===== src/rtl/debug_trace_tx_if.sv =====
// Byte-wide valid/ready stream carrying trace frames from debug_trace_tx to its consumer.
interface debug_trace_tx_if;
    logic [7:0] tx_data;
    logic       tx_valid;
    logic       tx_ready;

    modport master (
        output tx_data,
        output tx_valid,
        input  tx_ready
    );

    modport slave (
        input  tx_data,
        input  tx_valid,
        output tx_ready
    );
endinterface


===== src/rtl/debug_trace_tx.sv =====
// Captures {pc, instr, alu} whenever the fetch PC changes, queues records in a small FIFO and
// streams each one out as a 12-byte frame: sync, pc, instr, alu high bits, alu, XOR checksum.
module debug_trace_tx #(
    parameter int unsigned DEPTH     = 4,
    parameter logic [7:0]  SYNC_BYTE = 8'hA5
) (
    input  logic                    clk,
    input  logic                    rst_n,
    input  logic                    trace_en,
    input  logic [7:0]              dbg_pc,
    input  logic [31:0]             dbg_instr,
    input  logic [33:0]             dbg_alu_out,
    debug_trace_tx_if.master        tx,
    output logic [$clog2(DEPTH):0]  fifo_level,
    output logic [7:0]              overflow_cnt
);
    localparam int unsigned AW = $clog2(DEPTH);
    localparam int unsigned RW = 74;
    localparam logic [AW:0] FULL_LVL = (AW + 1)'(DEPTH);

    localparam logic [0:0] ST_IDLE = 1'b0;
    localparam logic [0:0] ST_SEND = 1'b1;

    logic [RW-1:0] mem [DEPTH];
    logic [AW:0]   wr_ptr;
    logic [AW:0]   rd_ptr;
    logic [7:0]    prev_pc;
    logic          prev_valid;
    logic [0:0]    state;
    logic [3:0]    idx;
    logic [RW-1:0] frame;
    logic [7:0]    tx_data_q;
    logic          tx_valid_q;

    logic          capture;
    logic          empty;
    logic          full;
    logic          accept;
    logic          last;
    logic          pop;
    logic          push;
    logic          drop;
    logic [3:0]    idx_nxt;
    logic [7:0]    next_byte;
    logic [7:0]    cksum;
    logic [7:0]    fr_pc;
    logic [31:0]   fr_instr;
    logic [33:0]   fr_alu;

    assign fifo_level = wr_ptr - rd_ptr;
    assign empty      = (fifo_level == '0);
    assign full       = (fifo_level == FULL_LVL);

    assign capture = trace_en && (!prev_valid || (dbg_pc != prev_pc));
    assign accept  = tx_valid_q && tx.tx_ready;
    assign last    = accept && (idx == 4'd11);
    // A pop on the same edge frees a slot, so a full FIFO can still take the capture.
    assign pop     = !empty && ((state == ST_IDLE) || last);
    assign push    = capture && (!full || pop);
    assign drop    = capture && full && !pop;

    assign tx.tx_data  = tx_data_q;
    assign tx.tx_valid = tx_valid_q;

    assign fr_pc    = frame[73:66];
    assign fr_instr = frame[65:34];
    assign fr_alu   = frame[33:0];
    assign idx_nxt  = idx + 4'd1;

    always_comb begin
        cksum = fr_pc ^ fr_instr[31:24] ^ fr_instr[23:16] ^ fr_instr[15:8] ^ fr_instr[7:0]
              ^ {6'b0, fr_alu[33:32]}
              ^ fr_alu[31:24] ^ fr_alu[23:16] ^ fr_alu[15:8] ^ fr_alu[7:0];
    end

    always_comb begin
        next_byte = SYNC_BYTE;
        case (idx_nxt)
            4'd1:    next_byte = fr_pc;
            4'd2:    next_byte = fr_instr[31:24];
            4'd3:    next_byte = fr_instr[23:16];
            4'd4:    next_byte = fr_instr[15:8];
            4'd5:    next_byte = fr_instr[7:0];
            4'd6:    next_byte = {6'b0, fr_alu[33:32]};
            4'd7:    next_byte = fr_alu[31:24];
            4'd8:    next_byte = fr_alu[23:16];
            4'd9:    next_byte = fr_alu[15:8];
            4'd10:   next_byte = fr_alu[7:0];
            4'd11:   next_byte = cksum;
            default: next_byte = SYNC_BYTE;
        endcase
    end

    always_ff @(posedge clk) begin
        if (push) begin
            mem[wr_ptr[AW-1:0]] <= {dbg_pc, dbg_instr, dbg_alu_out};
        end
    end

    always_ff @(posedge clk or negedge rst_n) begin
        if (!rst_n) begin
            wr_ptr       <= '0;
            rd_ptr       <= '0;
            prev_pc      <= 8'h00;
            prev_valid   <= 1'b0;
            overflow_cnt <= 8'h00;
        end else begin
            if (!trace_en) begin
                prev_valid <= 1'b0;
            end else if (capture) begin
                prev_pc    <= dbg_pc;
                prev_valid <= 1'b1;
            end
            if (push) begin
                wr_ptr <= wr_ptr + 1'b1;
            end
            if (pop) begin
                rd_ptr <= rd_ptr + 1'b1;
            end
            if (drop && (overflow_cnt != 8'hFF)) begin
                overflow_cnt <= overflow_cnt + 8'd1;
            end
        end
    end

    always_ff @(posedge clk or negedge rst_n) begin
        if (!rst_n) begin
            state      <= ST_IDLE;
            idx        <= 4'd0;
            frame      <= '0;
            tx_data_q  <= 8'h00;
            tx_valid_q <= 1'b0;
        end else if (pop) begin
            frame      <= mem[rd_ptr[AW-1:0]];
            state      <= ST_SEND;
            idx        <= 4'd0;
            tx_data_q  <= SYNC_BYTE;
            tx_valid_q <= 1'b1;
        end else if (last) begin
            state      <= ST_IDLE;
            idx        <= 4'd0;
            tx_data_q  <= 8'h00;
            tx_valid_q <= 1'b0;
        end else if (accept) begin
            idx       <= idx_nxt;
            tx_data_q <= next_byte;
        end
    end
endmodule


===== src/flat_wrapper.sv =====
// flat-port wrapper written by rule: the top's interface ports become plain ports
module debug_trace_tx_flat 
#(
    parameter int unsigned DEPTH     = 4,
    parameter logic [7:0]  SYNC_BYTE = 8'hA5
)
  (clk, rst_n, trace_en, dbg_pc, dbg_instr, dbg_alu_out, fifo_level, overflow_cnt, tx_tx_data, tx_tx_valid, tx_tx_ready);
  debug_trace_tx_if tx_i ();
  input  logic clk;
  input  logic rst_n;
  input  logic trace_en;
  input  logic [7:0] dbg_pc;
  input  logic [31:0] dbg_instr;
  input  logic [33:0] dbg_alu_out;
  output logic [$clog2(DEPTH):0] fifo_level;
  output logic [7:0] overflow_cnt;
  output wire logic [$bits(tx_i.tx_data)-1:0] tx_tx_data;
  output wire logic [$bits(tx_i.tx_valid)-1:0] tx_tx_valid;
  input wire logic [$bits(tx_i.tx_ready)-1:0] tx_tx_ready;
  assign tx_tx_data = tx_i.tx_data;
  assign tx_tx_valid = tx_i.tx_valid;
  assign tx_i.tx_ready = tx_tx_ready;
  debug_trace_tx #(.DEPTH(DEPTH), .SYNC_BYTE(SYNC_BYTE)) u_core (.clk(clk), .rst_n(rst_n), .trace_en(trace_en), .dbg_pc(dbg_pc), .dbg_instr(dbg_instr), .dbg_alu_out(dbg_alu_out), .tx(tx_i), .fifo_level(fifo_level), .overflow_cnt(overflow_cnt));
endmodule

===== config.mk =====
export PLATFORM = sky130hd
export DESIGN_NAME = debug_trace_tx_flat
export DESIGN_NICKNAME = d
export VERILOG_FILES = /design/src/rtl/debug_trace_tx_if.sv /design/src/rtl/debug_trace_tx.sv /design/src/flat_wrapper.sv
export SDC_FILE = /design/constraint.sdc
export NUM_CORES = 1
export LEC_CHECK = 0
export ABC_AREA = 1
export CAP_MARGIN = 20
export CORE_AREA = 2 2 142 214
export CTS_CLUSTER_SIZE = 28
export DETAILED_ROUTE_END_ITERATION = 6
export DIE_AREA = 0 0 144 216
export GPL_TIMING_DRIVEN = 0
export PLACE_DENSITY = 0.78
export SYNTH_ARGS = -nofsm -noshare
export SYNTH_HDL_FRONTEND = slang
export SYNTH_SLANG_ARGS = --single-unit
export TNS_END_PERCENT = 10

===== constraint.sdc =====
create_clock -name clk -period 13.7 [get_ports clk]
set_input_delay 4.11 -clock clk [delete_from_list [all_inputs] [get_ports clk]]
set_output_delay 4.11 -clock clk [all_outputs]
set_load 0.005 [all_outputs]

==> impl_results.md <==
- Max Cap Viol: 0
- Most common cell in the synthesized netlist: nor2_1
- Post-synth EDFFs: 296
- Via density: 5.75
- Worst R2R Path Depth: 10
- GR Layer Usage met2: 47.4%
- Rows: 77
- Min-delay src: u_core.tx.tx_data[4]
- Max stage delay cell, worst path: nor2_4
- Synth unique cells: 38
- CTS tree: done
- DRT Pass-1 Iters: 6
- Hold Fails Final Rpt: 0
- Layout cells sized above 1: 6.69%
- Post-Syn Area: 17100 um^2
- Post-Route WL: 42.3 mm
- Die H: 216 um
- Leakage: 0.00749 uW
- ANT nets after route: 0
- Worst r2r src: u_core.rd_ptr[0]
- Initial core utilization: 58.6%
- CP Launch Type: input pin
- Skew-Pair Late Insertion Delay: 0.54 ns
- Clock-pin transition on the worst setup and hold timing paths: 0.06 ns
- Synth Area per Inst: 11.1 um^2
- Hpwl dp: 29.3 mm
- Vias: 12156
- Critical Path End Type: flop
- WS Path Type: input pin to flop
- GRT Total Usage: 28.0%
- Io pins: 98
- Hold path cells: 2
- Pins Over Slew Limit: 0
- Number of port buffers: 97
- Cells along the critical path: clkdlybuf4s50_1 -> inv_1 -> or2_2 -> nand4_1 -> nor3_1 -> nand2_1 -> nand2_2 -> clkinv_1 -> nand2_1 -> nor2_4 -> buf_12
- Worst-path maximum fanout: 27
- Clk buf depth: 3
- Die W: 144 um
- Leading cell types by count after synthesis: 341 x nor2_1, 296 x edfxtp_1, 210 x nand2_1, 179 x o21ai_0, 110 x dfrtp_1
- Setup repair bufs after CTS: 0
- Relative slew slack: 37.2%
- Ant. Diodes: 0
- Most used routing layer: met2
- Syn-to-layout area delta: 17.1%
- Initial antenna violation count: 0
- TritonCTS sink count: 406
- CP peak stage delay: 0.81 ns
- Clock Skew: 0.0293 ns
- Post-synth top flop: edfxtp_1
- RSZ-0062 raised after global routing: no
- Syn Nets: 1638
- Core area: 29200 um^2
- Die ar.: 31100 um^2
- Required time worst endpoint: 13.92 ns
- Met3 Use GR: 4.42%
- Hold WS: 0.477 ns
- Top post-synthesis cells by area: edfxtp_1 52%, dfrtp_1 16%, nor2_1 7.5%, o21ai_0 5.2%, nand2_1 4.6%
- #FFs+latches synth: 406
- Total power: 4850 uW
- Seq/Total Area, Yosys: 68.1%
- Met1 GRT Util: 34.1%
- CP Launch Point: dbg_pc[5]
- Top cell type by total area after synthesis: edfxtp_1
- Async S/R FF share, synth: 27.1%
- Worst-margin pin slew: 0.940 ns
- Final worst path period share: 50.0%
- # hold bufs at CTS: 0
- Achievable clock frequency: 0.146 GHz
- CTS buffer count: 37
- Nets: 1784
- H-Tree Depth: 2
- GRT overflow: 0
- Hold Path Class: flop to flop
- Setup_tns: 0 ns
- WL/cell: 20.0 um
- Post_cts resized: 0
- Root Buffer Master: clkbuf_16
- DRC viols: 0
- Status: finished, final reports clean
- Final setup fails: 0
- Share of the synthesized area in the top cell type: 52.0%
- Max IR drop VDD: 0.000190 V
- Largest net degree at the start of global routing: 75
- Tmin final: 6.85 ns
- Iteration-0 DRC Markers: 1236
- Data arrival, critical path: 7.07 ns
- Vias in the first global route: 12285
- Global-route wire length before repair: 65.7 mm
- Yosys Warn Count: 0
- GPL Wtd Cong: 0.903
- Post-Syn Instances: 1547
- PD cells: 242 nW/um^2
- Most frequent CP cell: nand2_1
-- where the power goes --
| part | internal, uW | switching (uW) | total (uW) |
|---|---|---|---|
| logic | 652 | 1230 | 1880 |
| registers | 1700 | 250 | 1950 |
| clock network | 565 | 450 | 1010 |
-- cell usage in the layout, fill, tap and decap left out, types with 6 or more instances in the layout --
cell,instances
clkbuf_1,47
nand3_1,48
clkinvlp_4,6
xnor2_1,29
clkbuf_16,37
ha_1,12
a31oi_1,55
nand4_1,19
nor2_1,338
buf_2,17
buf_16,6
dfrtp_1,110
clkdlybuf4s50_1,96
xor2_1,34
clkinv_1,6
o22ai_1,22
buf_1,7
a21oi_1,9
edfxtp_1,296
inv_1,70
o21ai_0,179
nand2_1,210
nor2_4,6
-- worst max-delay path: cells and delay by family --
| family | cells | cell delay, ns |
|---|---|---|
| AND/OR/NAND/NOR | 7 | 1.73 |
| buffers and inverters | 4 | 1.21 |
-- registers in the layout, indices dropped and copies added, names as in the netlist --
signal / cells
u_core.overflow_cnt: 8
u_core.mem: 296
u_core.idx: 4
u_core.prev_pc: 8
u_core.tx.tx_data: 8
u_core.state: 1
u_core.prev_valid: 1
u_core.frame: 74
u_core.rd_ptr: 3
u_core.wr_ptr: 3
-- per-layer routing --
| metal | up-vias | share of wire (%) |
|---|---|---|
| met5 | - | 0 |
| li1 | 5623 | - |
| met1 | 5843 | 37 |
| met2 | 564 | 51 |
| met3 | 126 | 6.8 |
| met4 | 0 | 5.2 |
-- logic make-up after synthesis --
group	after synthesis	share of synthesized area, %
and+or+nand+nor	648	15.6
xor gates and xnor gates	65	3.42
adders and majority gates	13	0.995
buffers and inverters	144	3.33
DFF	406	68.1
AOI/OAI and AO/OA	271	8.58
-- final cells by class --
class | count | area (um^2)
Timing Repair Buffer | 107 | 1220
Clock buffer | 39 | 943
Multi-Input combinational cell | 997 | 4910
Buffer | 71 | 295
Fill cell | 2051 | 9160
Clock inverter | 26 | 251
Inverter | 73 | 277
Tap cell | 395 | 494
Sequential cell | 406 | 11600
-- worst paths after layout --
kind | to | slack, ns
min reg2reg | u_core.tx.tx_data[4] | 0.48
max reg2reg | u_core.mem[1][45] | 9.89
max | u_core.mem[1][45] | 6.85
min in group asynchronous | u_core.frame[67] | 3.49
max in group asynchronous | u_core.frame[73] | 9.43
min | u_core.tx.tx_data[4] | 0.48
-- stage by stage --
stage	cell area [um^2]	util, %	std cells	worst slack (ns)
3_5_place_dp	18800	64.5	2049	6.32
4_1_cts	20000	68.6	2114	6.84
2_1_floorplan	17100	-	1547	5.08
3_3_place_gp	18600	63.6	2039	1.97
6_report	20000	68.6	2114	6.85
5_1_grt	20000	68.6	2114	6.64
No activity file was read; power rests on OpenSTA's default activity.
